[config.mk]
export PLATFORM = sky130hd
export DESIGN_NAME = ahb_mst_ctrl
export DESIGN_NICKNAME = d
export VERILOG_FILES = /design/src/rtl/ahb_mst_ctrl.sv
export SDC_FILE = /design/constraint.sdc
export NUM_CORES = 1
export LEC_CHECK = 0
export ABC_AREA = 0
export BUFFER_PORTS_ARGS = -buffer_cell sky130_fd_sc_hd__buf_2
export CAP_MARGIN = 20
export CELL_PAD_IN_SITES_DETAIL_PLACEMENT = 0
export CELL_PAD_IN_SITES_GLOBAL_PLACEMENT = 1
export CORE_UTILIZATION = 33
export DETAILED_ROUTE_END_ITERATION = 7
export GPL_ROUTABILITY_DRIVEN = 0
export PLACE_DENSITY_LB_ADDON = 0.1
export REMOVE_ABC_BUFFERS = 1
export SYNTH_ARGS = -nofsm -noshare
export SYNTH_HDL_FRONTEND = slang
export SYNTH_SLANG_ARGS = --single-unit
[constraint.sdc]
create_clock -name hclk -period 2.5 [get_ports hclk]
set_clock_uncertainty 0.1 [all_clocks]
set_input_delay 0.125 -clock hclk [delete_from_list [all_inputs] [get_ports hclk]]
set_output_delay 0.125 -clock hclk [all_outputs]
set_load 0.005 [all_outputs]
[src/rtl/ahb_mst_ctrl.sv]
// AHB-Lite word-transfer initiator: turns command requests into pipelined
// NONSEQ/SEQ beats with wait-state, write-underrun (BUSY) and ERROR handling.
module ahb_mst_ctrl #(
  parameter int MAX_LEN = 16,
  parameter int LEN_W   = 5
) (
  input  logic             hclk,
  input  logic             hrst,
  input  logic             cmd_valid,
  output logic             cmd_ready,
  input  logic             cmd_write,
  input  logic [31:0]      cmd_addr,
  input  logic [LEN_W-1:0] cmd_len,
  input  logic             wdat_valid,
  output logic             wdat_ready,
  input  logic [31:0]      wdat,
  output logic             rdat_valid,
  output logic [31:0]      rdat,
  output logic             done,
  output logic             err,
  output logic             hsel,
  output logic [1:0]       htrans,
  output logic [31:0]      haddr,
  output logic             hwrite,
  output logic [2:0]       hsize,
  output logic [2:0]       hburst,
  output logic [31:0]      hwdata,
  input  logic             hready,
  input  logic [1:0]       hresp,
  input  logic [31:0]      hrdata
);

  localparam logic [1:0] S_IDLE = 2'd0, S_ADDR = 2'd1, S_LAST = 2'd2, S_ERR = 2'd3;
  localparam logic [1:0] TR_IDLE = 2'b00, TR_BUSY = 2'b01, TR_NONSEQ = 2'b10, TR_SEQ = 2'b11;
  localparam logic [2:0] BURST_SINGLE = 3'b000, BURST_INCR = 3'b001;
  localparam logic [LEN_W-1:0] LEN_MAX = LEN_W'(MAX_LEN);
  localparam logic [LEN_W-1:0] LEN_ONE = LEN_W'(1);

  typedef struct packed {
    logic             write;
    logic [31:0]      addr;
    logic [LEN_W-1:0] len;
  } cmd_t;

  logic [1:0]       state;
  logic [1:0]       trans_q;   // beat type to present once data is available
  logic [LEN_W-1:0] rem;       // beats still owed an address phase, incl. current
  logic             first;
  logic             dph;
  logic             dph_write;

  cmd_t        cmd_c;
  logic [31:0] haddr_nxt;
  logic        hold_wr;
  logic        err_hit;
  logic        addr_done;
  logic        data_ok;
  logic        cmd_fire;
  logic        unused_addr_lsb;

  assign unused_addr_lsb = ^cmd_addr[1:0];
  assign hsize           = 3'b010;
  assign haddr_nxt       = haddr + 32'd4;

  always_comb begin
    cmd_c.write = cmd_write;
    cmd_c.addr  = {cmd_addr[31:2], 2'b00};
    cmd_c.len   = cmd_len;
    if (cmd_len == '0)
      cmd_c.len = LEN_ONE;
    else if (cmd_len > LEN_MAX)
      cmd_c.len = LEN_MAX;
  end

  // A write beat is only put on the bus while its word is offered; until then
  // the first beat shows IDLE and later beats show BUSY at the pending address.
  always_comb begin
    hold_wr = (state == S_ADDR) && hwrite && !wdat_valid;
    htrans  = trans_q;
    if (hold_wr && trans_q != TR_IDLE)
      htrans = first ? TR_IDLE : TR_BUSY;
  end

  always_comb begin
    err_hit    = dph && (hresp != 2'b00) && (state != S_ERR);
    addr_done  = (state == S_ADDR) && htrans[1] && hready && !err_hit;
    data_ok    = dph && hready && !err_hit && (state != S_ERR);
    wdat_ready = addr_done && hwrite;
    rdat_valid = data_ok && !dph_write;
    rdat       = rdat_valid ? hrdata : 32'd0;
    done       = ((state == S_LAST) && data_ok) || (state == S_ERR);
    err        = (state == S_ERR);
    cmd_ready  = (state == S_IDLE) || done;
    cmd_fire   = cmd_valid && cmd_ready;
    hsel       = (htrans != TR_IDLE) || dph;
  end

  always_ff @(posedge hclk or posedge hrst) begin
    if (hrst) begin
      state     <= S_IDLE;
      trans_q   <= TR_IDLE;
      haddr     <= '0;
      hwrite    <= 1'b0;
      hburst    <= BURST_SINGLE;
      hwdata    <= '0;
      rem       <= '0;
      first     <= 1'b0;
      dph       <= 1'b0;
      dph_write <= 1'b0;
    end else begin
      case (state)
        S_ADDR: begin
          if (err_hit) begin
            state   <= S_ERR;
            trans_q <= TR_IDLE;
          end else if (hready) begin
            dph <= addr_done;
            if (addr_done) begin
              dph_write <= hwrite;
              if (hwrite)
                hwdata <= wdat;
              if (rem == LEN_ONE) begin
                trans_q <= TR_IDLE;
                state   <= S_LAST;
              end else begin
                rem     <= rem - LEN_ONE;
                haddr   <= haddr_nxt;
                first   <= 1'b0;
                // crossing a 1 KB boundary restarts the burst
                trans_q <= (haddr_nxt[9:0] == 10'd0) ? TR_NONSEQ : TR_SEQ;
              end
            end
          end
        end
        S_LAST: begin
          if (err_hit) begin
            state <= S_ERR;
          end else if (hready) begin
            dph   <= 1'b0;
            state <= S_IDLE;
          end
        end
        S_ERR: begin
          dph   <= 1'b0;
          state <= S_IDLE;
        end
        default: ;
      endcase

      // accepting in the done cycle overrides the return to IDLE
      if (cmd_fire) begin
        state   <= S_ADDR;
        trans_q <= TR_NONSEQ;
        haddr   <= cmd_c.addr;
        hwrite  <= cmd_c.write;
        hburst  <= (cmd_c.len > LEN_ONE) ? BURST_INCR : BURST_SINGLE;
        rem     <= cmd_c.len;
        first   <= 1'b1;
      end
    end
  end

endmodule

-- Word level (Yosys, flattened, before mapping)
Cells that the tools add are included.
- output and inout port bits: 111
- logic and storage cells: 114
- flip-flop bits (word level): 80
- add/subtract/negate cells: 2
- bitwise gates (word level): 1
- muxes and demuxes: 44
- equal/unequal tests: 15
- reduce and logical (&&, ||, !) cells: 40
- $lt $le $gt $ge: 2
- operators with widths (kind ; number):
    32-bit two-way mux ; 7
    5-bit two-way mux ; 8
    32-bit by 3-bit adder with 32-bit output, second input constant ; 1
    2-bit two-way mux ; 14
    5-bit AND reduction ; 4
    1-bit logical AND ; 15
    1-bit two-way mux ; 13
    2-bit inequality test, second input constant ; 6
    4-bit inequality test, second input constant ; 3
    2-bit nonzero test ; 6
    10-bit logical NOT ; 1
    3-bit nonzero test ; 3
    2-bit case mux with 3 select lines ; 1
    5-bit by 1-bit equality test with 1-bit output, second input constant ; 1
    5-bit by 1-bit greater-than comparator with 1-bit output, second input constant ; 1
    5-bit greater-than comparator, second input constant ; 1
    5-bit logical NOT ; 1
    5-bit by 1-bit subtractor with 5-bit output, second input constant ; 1
    2-bit equality test, second input constant ; 2
    4-bit by 3-bit inequality test with 1-bit output, second input constant ; 1
    4-bit AND reduction ; 1
    4-bit nonzero test ; 1
    1-bit logical NOT ; 3
    1-bit logical OR ; 3
    other kinds (6) ; 6

-- Depth between registers and ports, before layout
- word-level depth: 13
- mapped depth: 9
- gate-level depth less buffers: 7

-- Worst setup path after synthesis
OpenSTA, ideal clock, no wires.
- path kind: reg2reg
- start point: reg state[0]
- end point: reg hwdata[0]
- slack: 0.232 ns
- buffers on the path: 3
- arrival time: 2.043 ns
- library setup time: 0.125 ns
- stages on the path, launching flop included: 9
- cell sequence: dfrtp_1 > ha_1 > nand2b_1 > buf_4 > o211a_1 > buf_6 > nand2_1 > buf_2 > mux2_2
- longest elaborated chain between the ends: 9
- elaborated cells on any way between the ends: 13
- ends and longest elaborated chain (what ; line ; source):
    start: declaration ; 45 ; logic [1:0] state;
    start signal: assignment ; 100 ; state <= S_IDLE;
    start signal: assignment ; 114 ; state <= S_ERR;
    start signal: assignment ; 124 ; state <= S_LAST;
    2-bit by 1-bit equality test with 1-bit output ; 78, 86, 111 ;
    1-bit logical AND (2 in a row) ; 78 ; hold_wr = (state == S_ADDR) && hwrite && !wdat_valid;
    1-bit logical AND ; 80 ; if (hold_wr && trans_q != TR_IDLE)
    2-bit two-way mux ; 80 ;
    1-bit logical AND (3 in a row) ; 86 ; addr_done = (state == S_ADDR) && htrans[1] && hready && !err_hit;
    5-bit AND reduction (no line) (*) ; n/a ;
    end signal: assignment ; 121 ; hwdata <= wdat;
    end: declaration ; 27 ; output logic [31:0] hwdata,
Every way passes the cells marked *; elsewhere a longest branch is shown, timed or not.
A chain may end at the register's enable or synchronous reset.

-- Worst setup path after layout
- start point: reg state[0]
- end point: out wdat_ready
- longest elaborated chain between the ends: 9
- elaborated cells on any way between the ends: 12
- ends and longest elaborated chain (what ; line ; source):
    2-bit by 1-bit equality test with 1-bit output ; 78, 86 ;
    1-bit logical AND (2 in a row) ; 78 ;
    1-bit logical AND ; 80 ;
    2-bit two-way mux ; 80 ;
    1-bit logical AND (2 in a row) ; 86 ;
    1-bit logical AND (*) ; 86 ;
    1-bit logical AND (*) ; 88 ; wdat_ready = addr_done && hwrite;
    end: declaration ; 15 ; output logic wdat_ready,
Marked as above.

==> results.py <==
metrics = {
    "finish": {
        "mostFrequentLayoutCells": "buf_2 (210), dfrtp_1 (76), dlygate4sd3_1 (69), nand2_1 (42), and2_1 (35)",
        "final_cells": 894,
        "drive_gt1_share_pct": 41.7,
        "n_antenna_cell": 0,
        "syn_to_final_growth_pct": 56.3,
        "final_common_cell": "buf_2",
        "fin_nets": 839,
    },
    "detailed_routing": {
        "avgRoutedWirePerCell_um": 14.0,
        "vias": 4253,
        "drtIter0Drc": 154,
        "wirelength_um": 12500,
        "firstDrtPassIters": 4,
        "drtAntennaViolNets": 0,
        "avgViaCountPerCell": 4.76,
        "drc": 0,
    },
    "power_and_ir_drop": {
        "pwr_density_cell_mw_per_mm2": 420,
        "ir_drop_mv": 0.281,
        "leakage_uw": 0.00345,
    },
    "critical_path": {
        "startpoint_type": "register",
        "cp_max_fo": 34,
        "path_cells": "ha_1 -> nand2b_4 -> o211a_4 -> buf_4 -> nand2_1 -> buf_12 -> inv_1 -> buf_2",
        "ff2ff_setup_slack_ps": 240,
        "r2r-start": "state[1]",
        "crit_type": "reg -> out",
        "cpMaxStageDelayCell": "dfrtp_1",
        "cp_data_arrival_time_ps": 2150,
        "worstPathRequired_ps": 2280,
        "max_stage_delay_ps": 410,
        "critPathCaptureType": "output pin",
        "rr_worst_depth": 7,
        "worstReg2RegEnd": "haddr[29]",
    },
    "yosys": {
        "synthDistinctLibCells": 50,
        "ys_ff_latch": 76,
        "yosysWarnings": 0,
        "syn_area_per_cell_um2": 9.81,
        "syn-instance-count": 431,
        "syn_area_mm2": 0.00423,
        "async_flop_share_pct": 100,
        "synth_enable_flop_cells": 0,
        "ys_seq_area_share_pct": 45.0,
        "synthFlopType": "dfrtp_1",
    },
    "global_route": {
        "track_usage_pct": 19.2,
        "grt_pass1_vias": 4006,
        "grt_first_pass_wirelength_um": 19700,
        "antenna_found_initial": 0,
        "grt_overflow": 0,
        "grt_max_degree": 44,
    },
    "floorplan": {
        "ioPinCount": 220,
        "row_count": 40,
        "die_area_mm2": 0.0133,
        "initial_core_util_pct": 34.5,
        "die_y_um": 115,
        "chipWidth_um": 115,
        "core_mm2": 0.0123,
    },
    "worst_hold_path": {
        "hp-start": "cmd_valid",
        "min_path_type": "in -> reg",
        "worst_hold_path.endpoint": "hwrite",
        "holdPathStages": 4,
    },
    "timing": {
        "period_share_pct": 95.0,
        "rsz0062_at_grt": "no",
        "finalSetupViolations": 0,
        "drv_slew": 0,
        "timing.fmax_ghz": 0.421,
        "hold_viol_final": 0,
        "post-route-min-period_ps": 2370,
        "setup_slack_ps": 126,
        "worstMarginPinSlew_ps": 780,
        "slew_headroom_pct": 47.9,
    },
    "place": {
        "pre_cts_ws_ps": -62.6,
        "io_buffers": 210,
        "dpl.hpwl_um": 8840,
        "dpl.cell_count": 805,
    },
    "clock_tree": {
        "htreeDepth": 3,
        "cts_tree": "built",
        "numCtsBuffers": 9,
        "clkLatencyLatePin_ps": 340,
        "cts_sinks": 76,
        "cts.clk_slew.worst_paths_ps": 60,
        "root_buffer": "clkbuf_16",
        "clk_path_buf_depth": 2,
    },
    "flow_run": {
        "cap_viol_max_count": 0,
    },
    "outcome": {
        "status": "finished clean",
    },
}
[per-layer routing]
layer / vias up / GRT usage, % / share of wire [%]
met1: 2011 / 23.4 / 42
met2: 143 / 34.3 / 52
met4: 0 / 6.23 / 1.2
met5: - / 0 / 0
met3: 11 / 3.37 / 4.7
li1: 2088 / - / -
[cells in the mapped netlist (3+ instances only)]
master | count | share of area (%)
nor3_1 | 10 | 1.2
dfrtp_1 | 76 | 45
buf_6 | 3 | 0.80
buf_4 | 9 | 1.6
a31oi_1 | 17 | 2.5
inv_1 | 12 | 1.1
o31ai_1 | 3 | 0.53
o21ai_0 | 33 | 3.9
nand3_1 | 9 | 1.1
nand2_1 | 43 | 3.8
nor2_1 | 19 | 1.7
or4_1 | 3 | 0.53
nand4_1 | 7 | 1.0
mux2_2 | 34 | 9.1
nor4_1 | 8 | 1.2
xor2_1 | 8 | 1.7
ha_1 | 9 | 2.7
clkbuf_1 | 12 | 1.1
buf_2 | 4 | 0.47
a21oi_1 | 12 | 1.4
and2_1 | 35 | 5.2
or3_1 | 13 | 1.9
xnor2_1 | 12 | 2.5
and3_1 | 6 | 0.89
[state kept, by name, indices dropped and copies added, names as in the netlist]
| register | cells |
|---|---|
| rem | 5 |
| haddr | 30 |
| hburst | 1 |
| state | 2 |
| trans_q | 2 |
| hwdata | 32 |
| first | 1 |
| dph_write | 1 |
| dph | 1 |
| hwrite | 1 |
[worst max-delay path by stage]
stage,slack (ps),start,cells after the start,endpoint
after floorplan,-160,state[0],5,rdat[0]
after global placement,130,state[1],8,haddr[20]
after detailed placement,-60,state[0],6,rdat[28]
after CTS,20,state[0],7,rdat[28]
after global routing,1,state[1],9,wdat_ready
final,130,state[0],8,wdat_ready
[what timing repair did]
action | 4_1_cts | 5_1_grt
pin swaps | 2 | 0
setup buffers | 3 | 0
setup endpoints to repair | 33 | 36
cloned | 1 | 0
gates resized for setup | 5 | 6
hold buffers | 69 | 0
endpoints found under the hold margin | 110 | 0
[area by class of cell]
type / instances / area, um2
clock inverters: 6 / 71.3
fillers: 1137 / 5650
multi-input cells: 321 / 2200
inverters: 12 / 46.3
flip-flops and latches: 76 / 1900
repair buffers: 301 / 1940
clock buffers: 10 / 239
well taps: 168 / 210
[cell families (layout without fill, tap and decap cells)]
family / after synthesis / in the layout / synth area share [%]
compound gates: 77 / 77 / 10.7
xor+xnor: 20 / 20 / 4.14
fa+ha+maj: 9 / 9 / 2.66
buf+inv: 40 / 329 / 5.00
flops: 76 / 76 / 45.0
mux: 34 / 34 / 9.06
other cells: 2 / 7 / 0.178
simple gates: 173 / 174 / 23.2
[through the flow]
stage | hold slack (ps) | setup TNS (ps) | instance area, um2 | utilization [%] | total power, uW
global route | 183 | 0 | 6610 | 53.9 | 2890
floorplan | 130 | -9570 | 4080 | - | 1280
global placement | 180 | 0 | 5520 | 45.0 | 1380
detailed placement | 191 | -1480 | 5520 | 45.0 | 1380
CTS | 189 | 0 | 6580 | 53.7 | 2820
finish | 142 | 0 | 6610 | 53.9 | 2770
[critical path: cells and delay by family (launching register included)]
family,cells,cell delay (ps)
flip-flops,1,410
AO/OA/AOI/OAI,1,280
adder cells (fa/ha/maj),1,230
AND/OR/NAND/NOR,2,310
buffers and inverters,4,550
[power by group]
| group | total [uW] | internal (uW) | switching [uW] |
|---|---|---|---|
| clock network | 1330 | 807 | 528 |
| logic | 210 | 135 | 74.6 |
| registers | 1230 | 1230 | 0 |
| total | 2770 | 2170 | 603 |
(Power assumes the default switching activity.)
